## src/rtl/alu_muldiv_pkg.sv

```systemverilog
// rtl/alu_muldiv_pkg.sv - md_op codes, FSM states and opcode helpers for the multiply/divide unit
package alu_muldiv_pkg;

  localparam logic [2:0] MD_MULT  = 3'd0;
  localparam logic [2:0] MD_MULTU = 3'd1;
  localparam logic [2:0] MD_DIV   = 3'd2;
  localparam logic [2:0] MD_DIVU  = 3'd3;
  localparam logic [2:0] MD_MTHI  = 3'd4;
  localparam logic [2:0] MD_MTLO  = 3'd5;

  typedef enum logic [1:0] {
    MD_IDLE = 2'd0,
    MD_RUN  = 2'd1,
    MD_FIX  = 2'd2
  } md_state_e;

  function automatic logic md_is_arith(input logic [2:0] op);
    return (op == MD_MULT) || (op == MD_MULTU) || (op == MD_DIV) || (op == MD_DIVU);
  endfunction

  function automatic logic md_is_signed(input logic [2:0] op);
    return (op == MD_MULT) || (op == MD_DIV);
  endfunction

  function automatic logic md_is_div(input logic [2:0] op);
    return (op == MD_DIV) || (op == MD_DIVU);
  endfunction

endpackage

```

## src/rtl/alu_muldiv_md_sign_fix.sv

```systemverilog
// rtl/alu_muldiv_md_sign_fix.sv - combinational two's-complement sign correction
// wide_i negates the whole 2*WIDTH value; otherwise each WIDTH half is negated on its own.
module alu_muldiv_md_sign_fix #(
  parameter int WIDTH = 32
) (
  input  logic               wide_i,
  input  logic               neg_hi_i,
  input  logic               neg_lo_i,
  input  logic [2*WIDTH-1:0] val_i,
  output logic [2*WIDTH-1:0] val_o
);

  logic [2*WIDTH-1:0] wide_neg;
  logic [WIDTH-1:0]   hi_half;
  logic [WIDTH-1:0]   lo_half;

  assign wide_neg = -val_i;
  assign hi_half  = neg_hi_i ? -val_i[2*WIDTH-1:WIDTH] : val_i[2*WIDTH-1:WIDTH];
  assign lo_half  = neg_lo_i ? -val_i[WIDTH-1:0] : val_i[WIDTH-1:0];

  assign val_o = wide_i ? (neg_lo_i ? wide_neg : val_i) : {hi_half, lo_half};

endmodule

```

## src/rtl/alu_muldiv.sv

```systemverilog
// rtl/alu_muldiv.sv - multi-cycle MIPS MULT/MULTU/DIV/DIVU unit with HI/LO and MTHI/MTLO
// Radix-2: shift-add multiply, restoring divide on magnitudes, signs applied in FIX.
module alu_muldiv
  import alu_muldiv_pkg::*;
#(
  parameter int  WIDTH = 32,
  localparam int CNT_W = $clog2(WIDTH + 1)
) (
  input  logic             clk_i,
  input  logic             rst_ni,
  input  logic             start_i,
  input  logic [2:0]       md_op_i,
  input  logic [WIDTH-1:0] op_x_i,
  input  logic [WIDTH-1:0] op_y_i,
  input  logic             cancel_i,
  output logic             busy_o,
  output logic             done_o,
  output logic             div_zero_o,
  output logic [WIDTH-1:0] hi_o,
  output logic [WIDTH-1:0] lo_o
);

  localparam int W2 = 2 * WIDTH;

  md_state_e        state_q;
  logic [CNT_W-1:0] cnt_q;
  logic [W2-1:0]    acc_q, acc_d;
  logic [WIDTH-1:0] rem_q, rem_d;
  logic [WIDTH-1:0] mcand_q;
  logic [WIDTH-1:0] x_raw_q;
  logic             is_div_q, neg_hi_q, neg_lo_q, dz_q;
  logic             busy_q, done_q, div_zero_q;
  logic [WIDTH-1:0] hi_q, lo_q;

  logic             neg_x, neg_y;
  logic [W2-1:0]    mag;
  logic [WIDTH-1:0] mul_add;
  logic [WIDTH:0]   mul_sum;
  logic [WIDTH:0]   rem_shift;
  logic             sub_ok;
  logic [W2-1:0]    fix_in, fixed;

  assign neg_x = md_is_signed(md_op_i) & op_x_i[WIDTH-1];
  assign neg_y = md_is_signed(md_op_i) & op_y_i[WIDTH-1];

  // mag = {|op_y|, |op_x|}
  alu_muldiv_md_sign_fix #(.WIDTH(WIDTH)) u_mag (
    .wide_i   (1'b0),
    .neg_hi_i (neg_y),
    .neg_lo_i (neg_x),
    .val_i    ({op_y_i, op_x_i}),
    .val_o    (mag)
  );

  assign fix_in = is_div_q ? {rem_q, acc_q[WIDTH-1:0]} : acc_q;

  alu_muldiv_md_sign_fix #(.WIDTH(WIDTH)) u_fix (
    .wide_i   (!is_div_q),
    .neg_hi_i (neg_hi_q),
    .neg_lo_i (neg_lo_q),
    .val_i    (fix_in),
    .val_o    (fixed)
  );

  // Divide keeps the dividend in acc_q low half; quotient bits shift in behind it.
  always_comb begin
    mul_add   = acc_q[0] ? mcand_q : '0;
    mul_sum   = {1'b0, acc_q[W2-1:WIDTH]} + {1'b0, mul_add};
    rem_shift = {rem_q, acc_q[WIDTH-1]};
    sub_ok    = rem_shift >= {1'b0, mcand_q};
    if (is_div_q) begin
      rem_d = sub_ok ? rem_shift[WIDTH-1:0] - mcand_q : rem_shift[WIDTH-1:0];
      acc_d = {acc_q[W2-1:WIDTH], acc_q[WIDTH-2:0], sub_ok};
    end else begin
      rem_d = rem_q;
      acc_d = {mul_sum, acc_q[WIDTH-1:1]};
    end
  end

  always_ff @(posedge clk_i or negedge rst_ni) begin
    if (!rst_ni) begin
      state_q    <= MD_IDLE;
      cnt_q      <= '0;
      acc_q      <= '0;
      rem_q      <= '0;
      mcand_q    <= '0;
      x_raw_q    <= '0;
      is_div_q   <= 1'b0;
      neg_hi_q   <= 1'b0;
      neg_lo_q   <= 1'b0;
      dz_q       <= 1'b0;
      busy_q     <= 1'b0;
      done_q     <= 1'b0;
      div_zero_q <= 1'b0;
      hi_q       <= '0;
      lo_q       <= '0;
    end else begin
      done_q <= 1'b0;
      case (state_q)
        MD_IDLE: begin
          if (start_i && !cancel_i) begin
            if (md_is_arith(md_op_i)) begin
              is_div_q   <= md_is_div(md_op_i);
              neg_hi_q   <= neg_x;
              neg_lo_q   <= neg_x ^ neg_y;
              dz_q       <= md_is_div(md_op_i) && (op_y_i == '0);
              x_raw_q    <= op_x_i;
              rem_q      <= '0;
              cnt_q      <= '0;
              div_zero_q <= 1'b0;
              busy_q     <= 1'b1;
              state_q    <= MD_RUN;
              if (md_is_div(md_op_i)) begin
                acc_q   <= {{WIDTH{1'b0}}, mag[WIDTH-1:0]};
                mcand_q <= mag[W2-1:WIDTH];
              end else begin
                acc_q   <= {{WIDTH{1'b0}}, mag[W2-1:WIDTH]};
                mcand_q <= mag[WIDTH-1:0];
              end
            end else if (md_op_i == MD_MTHI) begin
              hi_q <= op_x_i;
            end else if (md_op_i == MD_MTLO) begin
              lo_q <= op_x_i;
            end
          end
        end
        MD_RUN: begin
          if (cancel_i) begin
            state_q <= MD_IDLE;
            busy_q  <= 1'b0;
            cnt_q   <= '0;
          end else begin
            acc_q <= acc_d;
            rem_q <= rem_d;
            if (cnt_q == CNT_W'(WIDTH - 1)) begin
              cnt_q   <= '0;
              state_q <= MD_FIX;
            end else begin
              cnt_q <= cnt_q + CNT_W'(1);
            end
          end
        end
        MD_FIX: begin
          state_q <= MD_IDLE;
          busy_q  <= 1'b0;
          if (!cancel_i) begin
            done_q     <= 1'b1;
            div_zero_q <= dz_q;
            if (dz_q) begin
              hi_q <= x_raw_q;
              lo_q <= '1;
            end else begin
              hi_q <= fixed[W2-1:WIDTH];
              lo_q <= fixed[WIDTH-1:0];
            end
          end
        end
        default: begin
          state_q <= MD_IDLE;
          busy_q  <= 1'b0;
        end
      endcase
    end
  end

  assign busy_o     = busy_q;
  assign done_o     = done_q;
  assign div_zero_o = div_zero_q;
  assign hi_o       = hi_q;
  assign lo_o       = lo_q;

endmodule

```

## config.mk

```make
export PLATFORM = sky130hd
export DESIGN_NAME = alu_muldiv
export DESIGN_NICKNAME = d
export VERILOG_FILES = /design/src/rtl/alu_muldiv_pkg.sv /design/src/rtl/alu_muldiv_md_sign_fix.sv /design/src/rtl/alu_muldiv.sv
export SDC_FILE = /design/constraint.sdc
export NUM_CORES = 1
export LEC_CHECK = 0
export CELL_PAD_IN_SITES_DETAIL_PLACEMENT = 0
export CELL_PAD_IN_SITES_GLOBAL_PLACEMENT = 1
export CORE_UTILIZATION = 35
export DETAILED_ROUTE_END_ITERATION = 16
export PLACE_DENSITY_LB_ADDON = 0.1
export SLEW_MARGIN = 25
export SYNTH_ARGS = -nofsm -noshare
export SYNTH_HDL_FRONTEND = slang
export SYNTH_SLANG_ARGS = --single-unit
```

## constraint.sdc

```tcl
create_clock -name clk_i -period 4.2 [get_ports clk_i]
set_input_delay 0.63 -clock clk_i [delete_from_list [all_inputs] [get_ports clk_i]]
set_output_delay 0.63 -clock clk_i [all_outputs]
set_load 0.005 [all_outputs]
```

==> results of run 1 <==
[report_power, final]
| group | internal, mW | switching [mW] |
|---|---|---|
| registers | 2.79 | 0.592 |
| logic | 1.81 | 2.60 |
| clock network | 1.63 | 1.10 |
| total | 6.24 | 4.30 |
[critical path, cell delays in order (launching register included)]
cell	delay (ns)
dfrtp_1	0.43
inv_1	0.16
fa_1	0.48
nor2b_1	0.12
o21ai_0	0.12
a21boi_0	0.31
o21ai_0	0.17
a211oi_1	0.40
o2111ai_1	0.29
a2111oi_0	0.56
buf_4	0.20
mux2_2	0.33
o221ai_1	0.17
[placed cells by master, fill, tap and decap left out, types with 45 or more instances in the layout]
cell | netlist | routed
mux2i_1 | 101 | 101
xnor2_1 | 98 | 98
dfrtp_1 | 239 | 237
a21o_1 | 45 | 45
nor3_1 | 64 | 64
clkdlybuf4s50_1 | 0 | 135
nor2_1 | 166 | 166
buf_4 | 0 | 107
o21ai_0 | 248 | 247
xor2_1 | 69 | 69
nand2_1 | 368 | 367
a21oi_1 | 146 | 146
ha_1 | 69 | 69
inv_1 | 58 | 58
[final cells by class]
| class | instances | area [µm²] |
|---|---|---|
| Antenna cell | 1 | 2.50 |
| Clock buffer | 49 | 933 |
| Clock inverter | 8 | 92.6 |
| Fill cell | 5313 | 29500 |
| Inverter | 59 | 221 |
| Multi-Input combinational cell | 1839 | 11400 |
| Sequential cell | 239 | 5990 |
| Tap cell | 680 | 851 |
| Timing Repair Buffer | 248 | 2250 |
[logic make-up (layout without fill, tap and decap cells)]
logic type,count (synthesis),after routing,share of synthesized area
adders and majority gates,71,71,0.0497
buffers and inverters,198,364,0.0447
muxes,106,106,0.0587
DFF,239,239,0.329
other,0,1,0
AOI/OAI and AO/OA,675,675,0.229
and+or+nand+nor,820,820,0.209
xor gates and xnor gates,167,167,0.0804
[per-layer routing]
metal	vias to the layer above	GRT usage	part of all wire
met3	91	0.0479	0.069
met2	588	0.392	0.41
li1	8449	-	-
met1	8673	0.430	0.49
met5	-	0	0.00033
met4	4	0.0888	0.035
[registers in the layout (all words and copies together) (netlist names)]
register,cells
x_raw_q,32
busy_o,1
acc_q,64
cnt_q,6
neg_hi_q,1
neg_lo_q,1
is_div_q,1
done_o,1
state_q,2
div_zero_o,1
mcand_q,32
rem_q,32
dz_q,1
hi_o,32
lo_o,32
[Yosys cell counts, types with 15 or more instances]
library cell	n	area, µm²
o22ai_1	35	219
xor2_1	69	604
clkbuf_1	111	417
nand2b_1	19	119
nand2_1	368	1380
o211ai_1	21	158
nand3_1	34	170
mux2i_1	101	1010
a21oi_1	146	731
inv_1	58	218
xnor2_1	98	858
dfrtp_1	239	5980
nor2b_1	15	93.8
ha_1	69	863
and3_1	31	194
a211oi_1	20	150
a21o_1	45	338
nor2_1	166	623
o31ai_1	24	180
a31oi_1	19	119
nor3_1	64	320
or3_1	23	144
o21ai_0	248	1240
[through the flow]
step	cell area (µm²)	util	worst slack [ns]	power, mW
floorplan	18200	-	0.301	5.97
global placement	20700	0.404	0.175	7.76
detailed placement	20700	0.404	0.0999	7.79
CTS	21800	0.424	0.446	10.6
global route	21800	0.425	0.200	11.2
finish	21800	0.425	0.372	10.5
[how the worst min path moves through the flow]
stage	endpoint	slack (ns)	cells past startpoint
after floorplan	acc_q[0]	0.33	0
after global placement	x_raw_q[30]	0.45	2
after detailed placement	x_raw_q[30]	0.46	2
after CTS	acc_q[54]	0.03	1
after global routing	acc_q[54]	0.06	1
final	acc_q[54]	0.02	1
==> results by group, run 1 <==
Outcome
  • Status: finished, final reports clean

Critical path
  • Critical R2R Launch: rem_q[0]
  • Number of cells on the worst reg-to-reg path: 12
  • Setup crit start: rem_q[0]
  • Critical Path RT: 4.68 ns
  • Highest net fanout along the worst path: 5
  • Capture instance of the worst register-to-register path: rem_q[28]
  • CP Capture Point: rem_q[28]
  • Crit path capture type: register
  • CP startpoint kind: register
  • Worst EP arrival: 4.31 ns
  • R2r setup slk: 0.37 ns
  • Category of the most critical setup path: reg2reg

Die
  • Initial core utilization: 0.354
  • DIE HEIGHT: 230 µm
  • Die Outline Area: 52900 µm²
  • IO Pins: 138
  • Total core area: 51300 µm²
  • Horiz. Die Dim: 230 µm
  • Number of placement rows: 83

Global routing
  • First-pass GRT wire length: 112000 µm
  • Number of global-route vias before repair: 16639
  • Initial antenna violation count: 2
  • Global route total overflow: 0
  • Maximum number of pins on one net before global-route repair: 90
  • Gr usage total: 0.281

STA
  • Final slew viol count: 0
  • Setup TNS Final: 0 ns
  • Time the worst path needs with I/O delays and setup: 3.83 ns
  • Number of endpoints with negative hold slack in the final report: 0
  • RSZ-0062 raised after global routing: no
  • Number of setup violations in the final report: 0
  • Period utilisation layout: 0.911
  • Clk_skew: 0.0218 ns
  • Fmax achieved: 0.261 GHz
  • Worst hold slack: 0.0232 ns
  • Slew HR: 0.342
  • Worst Tran Pin Value: 0.986 ns

CTS
  • Clock Root Buffer: clkbuf_16
  • Max Buffers Root-to-Sink: 3
  • Post-CTS Hold Fix Bufs: 0
  • Buffers inserted by post-CTS timing repair: 0
  • Clock tree from TritonCTS: built
  • Clock transition at the registers of the reported paths: 0.06 ns
  • TritonCTS Buffers: 31
  • Number of gates resized after cts: 0
  • Clock latency of the later-clocked register in the worst-skew pair: 0.59 ns
  • Total number of H-tree levels: 1
  • Clock sinks: 239

Logic synthesis
  • Synth Register Bits: 239
  • Cell area after technology mapping: 18200 µm²
  • Synthesis Warnings: 0
  • Net Count, Synth: 2418
  • Sequential-to-total area share from yosys stat: 0.329
  • Number of enable flip-flop cells after synthesis: 0
  • Cells after Synth: 2276
  • Cell variety after synth: 80
  • Dominant synthesized flop cell: dfrtp_1
  • Synthesized area per cell: 7.99 µm²
  • Fraction of registers with async set/reset: 1.00

Detailed routing
  • Remaining number of nets flagged by the antenna check after routing: 0
  • Sum of routed wire length over all layers: 75000 µm
  • Number of iterations in the first detailed-routing pass: 5
  • Detailed router's first-iteration violation count: 1630
  • Drc violations: 0
  • Total vias in the final route: 17805
  • Average routed wire per standard cell: 24.0 µm
  • Avg Vias per Cell: 5.70

Pwr
  • Largest voltage drop on the vdd net: 0.000329 V
  • Power density over the cells: 484 nW/µm²
  • Static Leak: 9.45 nW

Finish
  • Nets@finish: 2560
  • Final standard cell count with taps included and fillers excluded: 3123
  • Post-synthesis to final-layout area growth: 19.8%
  • Share of layout cells above drive strength 1: 0.0864

Placed design
  • Buffers added on ports: 137
  • Total instance count after detailed placement: 3065
  • Final estimated routing congestion in global placement: 0.936
  • Detailed placement HPWL: 58400 µm

Hold path
  • Hold Crit Class: in2async

Flow run
  • Total of max-cap violations: 0
No activity file was read; power rests on OpenSTA's default activity.
==> inputs of run 2 (changes only) <==
Settings changed: CELL_PAD_IN_SITES_DETAIL_PLACEMENT 0 to unset, CELL_PAD_IN_SITES_GLOBAL_PLACEMENT 1 to unset, PLACE_DENSITY_LB_ADDON 0.1 to unset.
==> results by group, run 2 (same netlist as run 1, synthesis figures left out) <==
Outcome
  • Status: finished, final reports clean

CTS
  • Total number of H-tree levels: 1
  • Clock sinks: 239
  • Clock transition at the registers of the reported paths: 0.06 ns
  • Clock latency of the later-clocked register in the worst-skew pair: 0.59 ns
  • Buffers inserted by post-CTS timing repair: 0
  • Max Buffers Root-to-Sink: 3
  • Number of gates resized after cts: 0
  • Clock tree from TritonCTS: built
  • Clock Root Buffer: clkbuf_16
  • Post-CTS Hold Fix Bufs: 0
  • TritonCTS Buffers: 29

Die
  • Horiz. Die Dim: 230 µm
  • DIE HEIGHT: 230 µm
  • Die Outline Area: 52900 µm²
  • IO Pins: 138
  • Number of placement rows: 83
  • Initial core utilization: 0.354
  • Total core area: 51300 µm²

STA
  • Period utilisation layout: 0.919
  • Fmax achieved: 0.259 GHz
  • Final slew viol count: 0
  • Number of endpoints with negative hold slack in the final report: 0
  • Worst Tran Pin Value: 0.975 ns
  • RSZ-0062 raised after global routing: no
  • Number of setup violations in the final report: 0
  • Time the worst path needs with I/O delays and setup: 3.86 ns
  • Slew HR: 0.350
  • Clk_skew: 0.0420 ns
  • Setup TNS Final: 0 ns

Critical path
  • Number of cells on the worst reg-to-reg path: 10
  • Highest net fanout along the worst path: 44
  • Most numerous cell on the critical path: o21ai_0
  • Capture instance of the worst register-to-register path: hi_o[30]
  • Critical Path RT: 4.62 ns
  • Critical-path cell with the highest stage delay: dfrtp_4
  • Setup crit start: is_div_q
  • CP Capture Point: hi_o[30]
  • Category of the most critical setup path: reg2reg
  • Crit path capture type: register
  • Worst EP arrival: 4.28 ns
  • CP startpoint kind: register
  • Critical R2R Launch: is_div_q
  • Ordered cell list for the critical path: buf_4 > or3b_2 > a222oi_1 > and3_1 > nand4_1 > nor4_1 > o21ai_0 > xor2_1 > a221oi_1 > o21ai_0
  • R2r setup slk: 0.34 ns
  • Longest individual stage delay on the worst path: 0.64 ns

Global routing
  • Initial antenna violation count: 1
  • First-pass GRT wire length: 104000 µm
  • Maximum number of pins on one net before global-route repair: 88
  • Number of global-route vias before repair: 16644
  • Gr usage total: 0.254
  • Global route total overflow: 0

Detailed routing
  • Average routed wire per standard cell: 22.1 µm
  • Detailed router's first-iteration violation count: 2070
  • Remaining number of nets flagged by the antenna check after routing: 0
  • Drc violations: 0
  • Number of iterations in the first detailed-routing pass: 7
  • Avg Vias per Cell: 5.77
  • Sum of routed wire length over all layers: 68600 µm
  • Total vias in the final route: 17897

Pwr
  • Static Leak: 9.37 nW
  • Power density over the cells: 479 nW/µm²
  • Design Power: 10.4 mW
  • Largest voltage drop on the vdd net: 0.000247 V

Finish
  • Register with the highest flop count: acc_q
  • Leading cell types in the layout, fill and taps excluded: nand2_1 (367), o21ai_0 (247), dfrtp_1 (237), nor2_1 (166), a21oi_1 (146)
  • Number of antenna repair diodes: 0
  • Nets@finish: 2546
  • Share of layout cells above drive strength 1: 0.0813
  • Number of fill cells: 5151
  • Post-synthesis to final-layout area growth: 19.1%
  • Most common library cell in the layout ignoring fill and taps: nand2_1
  • Flip-flop count of the largest register after layout: 64

Placed design
  • Final estimated routing congestion in global placement: 0.933
  • Detailed placement HPWL: 53400 µm
  • Buffers added on ports: 137

Flow run
  • Total of max-cap violations: 0

Hold path
  • Hold Crit Class: in2async
-- run 2: final cells by class --
class	count	area, µm²	area share
repair buffers	236	2140	0.0988
multi-input cells	1839	11400	0.528
well taps	680	851	0.0393
inverters	59	221	0.0102
clock buffers	41	851	0.0393
flip-flops and latches	239	5990	0.276
clock inverters	9	174	0.00803
-- run 2: routing by layer --
layer | vias up | wire, µm | global-route usage
li1 | 8412 | - | -
met1 | 8626 | 31200 | 0.364
met2 | 751 | 30000 | 0.387
met3 | 106 | 4920 | 0.0358
met4 | 2 | 2540 | 0.0911
met5 | - | 13 | 0
-- run 2: worst max-delay path, delay by kind of cell, from the launching register on --
family | cells | cell delay (ns)
DFF | 1 | 0.64
AOI/OAI and AO/OA | 4 | 1.18
buffers and inverters | 1 | 0.52
xor gates and xnor gates | 1 | 0.23
and+or+nand+nor | 4 | 1.12
-- run 2: worst min path at each step --
stage / startpoint / to / slack [ns] / cells after the start
after global placement: x_raw_q[30] / x_raw_q[30] / 0.45 / 2
after floorplan: rst_ni / acc_q[0] / 0.33 / 0
final: rst_ni / lo_o[2] / 0.05 / 1
after detailed placement: x_raw_q[30] / x_raw_q[30] / 0.46 / 2
after global routing: rst_ni / lo_o[6] / 0.1 / 1
after CTS: rst_ni / lo_o[2] / 0.09 / 1
-- run 2: stage by stage --
stage / utilization / setup WS [ns] / hold WS (ns) / area, µm² / std cells
floorplan: - / 0.301 / 0.334 / 18200 / 2276
global placement: 0.402 / 0.126 / 0.449 / 20600 / 3053
detailed placement: 0.402 / 0.121 / 0.457 / 20600 / 3053
CTS: 0.422 / 0.380 / 0.0889 / 21700 / 3103
global route: 0.422 / 0.0580 / 0.0971 / 21700 / 3103
finish: 0.422 / 0.342 / 0.0520 / 21700 / 3103
-- run 2: where the power goes --
group | switching, mW | internal, mW
Clock | 1.04 | 1.70
Sequential | 0.565 | 2.79
Combinational | 2.48 | 1.79
Total | 4.09 | 6.29
==> inputs of run 3 (changes only) <==
Settings changed: ABC_AREA set to 1.
==> results by group, run 3 <==
CTS
  • Total number of H-tree levels: 1
  • Clock Root Buffer: clkbuf_16
  • Clock latency of the later-clocked register in the worst-skew pair: 0.62 ns
  • Clock tree from TritonCTS: built
  • Post-CTS Hold Fix Bufs: 0
  • Number of gates resized after cts: 0
  • TritonCTS Buffers: 30
  • Clock transition at the registers of the reported paths: 0.06 ns
  • Max Buffers Root-to-Sink: 3
  • Clock sinks: 239
  • Buffers inserted by post-CTS timing repair: 0

STA
  • Worst hold slack: -0.0305 ns
  • RSZ-0062 raised after global routing: no
  • Worst Tran Pin Value: 1.00 ns
  • Setup TNS Final: 0 ns
  • Clk_skew: 0.0483 ns
  • Period utilisation layout: 0.739
  • Slew HR: 0.323
  • Final slew viol count: 0
  • Number of setup violations in the final report: 0
  • Number of endpoints with negative hold slack in the final report: 11
  • Fmax achieved: 0.322 GHz
  • Time the worst path needs with I/O delays and setup: 3.10 ns

Critical path
  • Category of the most critical setup path: reg2reg
  • Setup crit start: acc_q[0]
  • Crit path capture type: register
  • Worst EP arrival: 3.58 ns
  • Longest individual stage delay on the worst path: 0.60 ns
  • Cell class contributing the biggest share of worst-path delay: simple AND/OR/NAND/NOR gates
  • Critical Path RT: 4.68 ns
  • Critical R2R Launch: acc_q[0]
  • CP Capture Point: acc_q[61]
  • CP bufs+invs: 2
  • Capture instance of the worst register-to-register path: acc_q[61]
  • Most numerous cell on the critical path: nand2_1
  • Highest net fanout along the worst path: 6
  • Critical-path cell with the highest stage delay: dfrtp_1
  • Number of cells on the worst reg-to-reg path: 15
  • CP startpoint kind: register
  • R2r setup slk: 1.10 ns
  • WP depth: 15
  • Ordered cell list for the critical path: nand2_1 > inv_1 > ha_1 > inv_1 > fa_1 > o21ai_2 > a21oi_1 > o21ai_1 > nand2_1 > nand2_1 > nand2_1 > nand2_1 > nand2_1 > nand3_1 > nand2_1

Detailed routing
  • Remaining number of nets flagged by the antenna check after routing: 0
  • Sum of routed wire length over all layers: 83700 µm
  • Detailed router's first-iteration violation count: 2152
  • Avg Vias per Cell: 5.41
  • Drc violations: 0
  • Number of iterations in the first detailed-routing pass: 7
  • Total vias in the final route: 22175
  • Average routed wire per standard cell: 20.4 µm

Die
  • Horiz. Die Dim: 242 µm
  • Initial core utilization: 0.356
  • IO Pins: 138
  • Die Outline Area: 58700 µm²
  • DIE HEIGHT: 242 µm
  • Number of placement rows: 87
  • Total core area: 56700 µm²

Logic synthesis
  • Number of enable flip-flop cells after synthesis: 0
  • Cell area after technology mapping: 20200 µm²
  • Cell type with the highest aggregate area in the netlist: dfrtp_1
  • Cells after Synth: 3242
  • Dominant synthesized flop cell: dfrtp_1
  • Synth Register Bits: 239
  • Sequential-to-total area share from yosys stat: 0.296
  • Fraction of registers with async set/reset: 1.00
  • Synthesized area per cell: 6.23 µm²
  • Dominant cells by area after synthesis: dfrtp_1 (30%), nand2_1 (18%), nor2_1 (9.5%)
  • Synthesis Warnings: 0
  • Cell variety after synth: 55
  • Cell types with the highest counts after synthesis: nand2_1 (987), nor2_1 (509), inv_1 (345), dfrtp_1 (239), nand3_1 (225)
  • Net Count, Synth: 3384
  • Cell with the most instances after synthesis: nand2_1
  • Share of the synthesized area in the top cell type: 0.296

Placed design
  • Placed Area: 22300 µm²
  • Final estimated routing congestion in global placement: 1.02
  • Buffers added on ports: 137
  • Total instance count after detailed placement: 4050
  • Detailed placement HPWL: 67100 µm

Pwr
  • Net switching power figure: 8.15 mW
  • Combinational fraction of design power: 0.565
  • Power density over the cells: 690 nW/µm²
  • Clk network pwr share: 0.168
  • Switching part of the total: 0.508
  • Internal power component: 7.89 mW
  • Sequential fraction of design power: 0.267
  • Largest voltage drop on the vdd net: 0.000426 V
  • Static Leak: 11.7 nW

Finish
  • Most common library cell in the layout ignoring fill and taps: nand2_1
  • Post-synthesis to final-layout area growth: 15.1%
  • Number of fill cells: 6154
  • Final Util: 0.410
  • Total non-filler cell area in the finished layout: 23300 µm²
  • Nets@finish: 3468
  • Flip-flop count of the largest register after layout: 64
  • Share of layout cells above drive strength 1: 0.0389
  • Final standard cell count with taps included and fillers excluded: 4102
  • Number of antenna repair diodes: 0
  • Leading cell types in the layout, fill and taps excluded: nand2_1 (987), nor2_1 (509), inv_1 (343), dfrtp_1 (239), nand3_1 (225)
  • Register with the highest flop count: acc_q

Global routing
  • Global route total overflow: 0
  • Maximum number of pins on one net before global-route repair: 88
  • First-pass GRT wire length: 126000 µm
  • Initial antenna violation count: 1
  • Gr usage total: 0.279
  • Number of global-route vias before repair: 20689

Outcome
  • Status: complete, but fails checks
  • Failing checks: negative hold slack

Hold path
  • Hold Crit Class: in2async

Flow run
  • Total of max-cap violations: 0
run 3: cell count changes in the layout (fill, tap and decap cells not counted), moves of 36 or more:
cell     change
nand2_1    +620
nor2_1     +343
inv_1      +285
nand3_1    +191
mux2i_1    -101
o21ai_0     -87
xnor2_1     -76
buf_4       -74
a21o_1      -36
run 3: layout make-up:
cell class,instances,area [µm²],area share
Inverter,366,1380,0.0592
Clock buffer,44,863,0.0371
Sequential cell,239,5980,0.257
Timing Repair Buffer,164,1630,0.0700
Multi-Input combinational cell,2525,12300,0.530
Clock inverter,8,144,0.00619
Tap cell,756,946,0.0407
run 3: cells by family after synthesis:
| group | after synthesis | share of synthesized area |
|---|---|---|
| adders and majority gates | 71 | 0.0447 |
| AOI/OAI and AO/OA | 541 | 0.161 |
| and+or+nand+nor | 1840 | 0.372 |
| DFF | 239 | 0.296 |
| buffers and inverters | 478 | 0.0945 |
| xor gates and xnor gates | 73 | 0.0316 |
run 3: how the worst min path moves through the flow:
stage,start,to,slack (ns)
floorplan,rst_ni,acc_q[0],0.33
global placement,cnt_q[5],cnt_q[5],0.45
detailed placement,cnt_q[5],cnt_q[5],0.46
CTS,rst_ni,hi_o[27],0.005
global route,rst_ni,hi_o[27],0.02
finish,rst_ni,hi_o[27],-0.03
run 3: worst register-to-register path, delay by kind of cell (launching register included):
| family | cells | cell delay, ns |
|---|---|---|
| flops | 1 | 0.60 |
| compound gates | 3 | 0.75 |
| fa+ha+maj | 2 | 0.68 |
| buf+inv | 2 | 0.16 |
| simple gates | 8 | 0.77 |
run 3: per-stage QoR:
stage	power (mW)	setup slack, ns
after floorplan	9.80	1.65
after global placement	13.2	0.989
after detailed placement	13.2	0.946
after CTS	15.9	1.15
after global routing	17.1	0.970
final	16.0	1.10
run 3: power by group through the flow:
| stage | combinational (mW) | clock, mW | sequential (mW) |
|---|---|---|---|
| after CTS | 8.94 | 2.72 | 4.24 |
| after global placement | 8.89 | 0 | 4.27 |
| final | 9.06 | 2.69 | 4.28 |
| after floorplan | 5.99 | 0 | 3.81 |
| after global routing | 9.98 | 2.81 | 4.35 |
| after detailed placement | 8.90 | 0 | 4.27 |
run 3: layer usage:
| metal | GRT usage | part of all wire |
|---|---|---|
| met1 | 0.392 | 0.45 |
| met2 | 0.423 | 0.43 |
| met3 | 0.0448 | 0.080 |
| met4 | 0.116 | 0.043 |
| met5 | 0 | 0 |
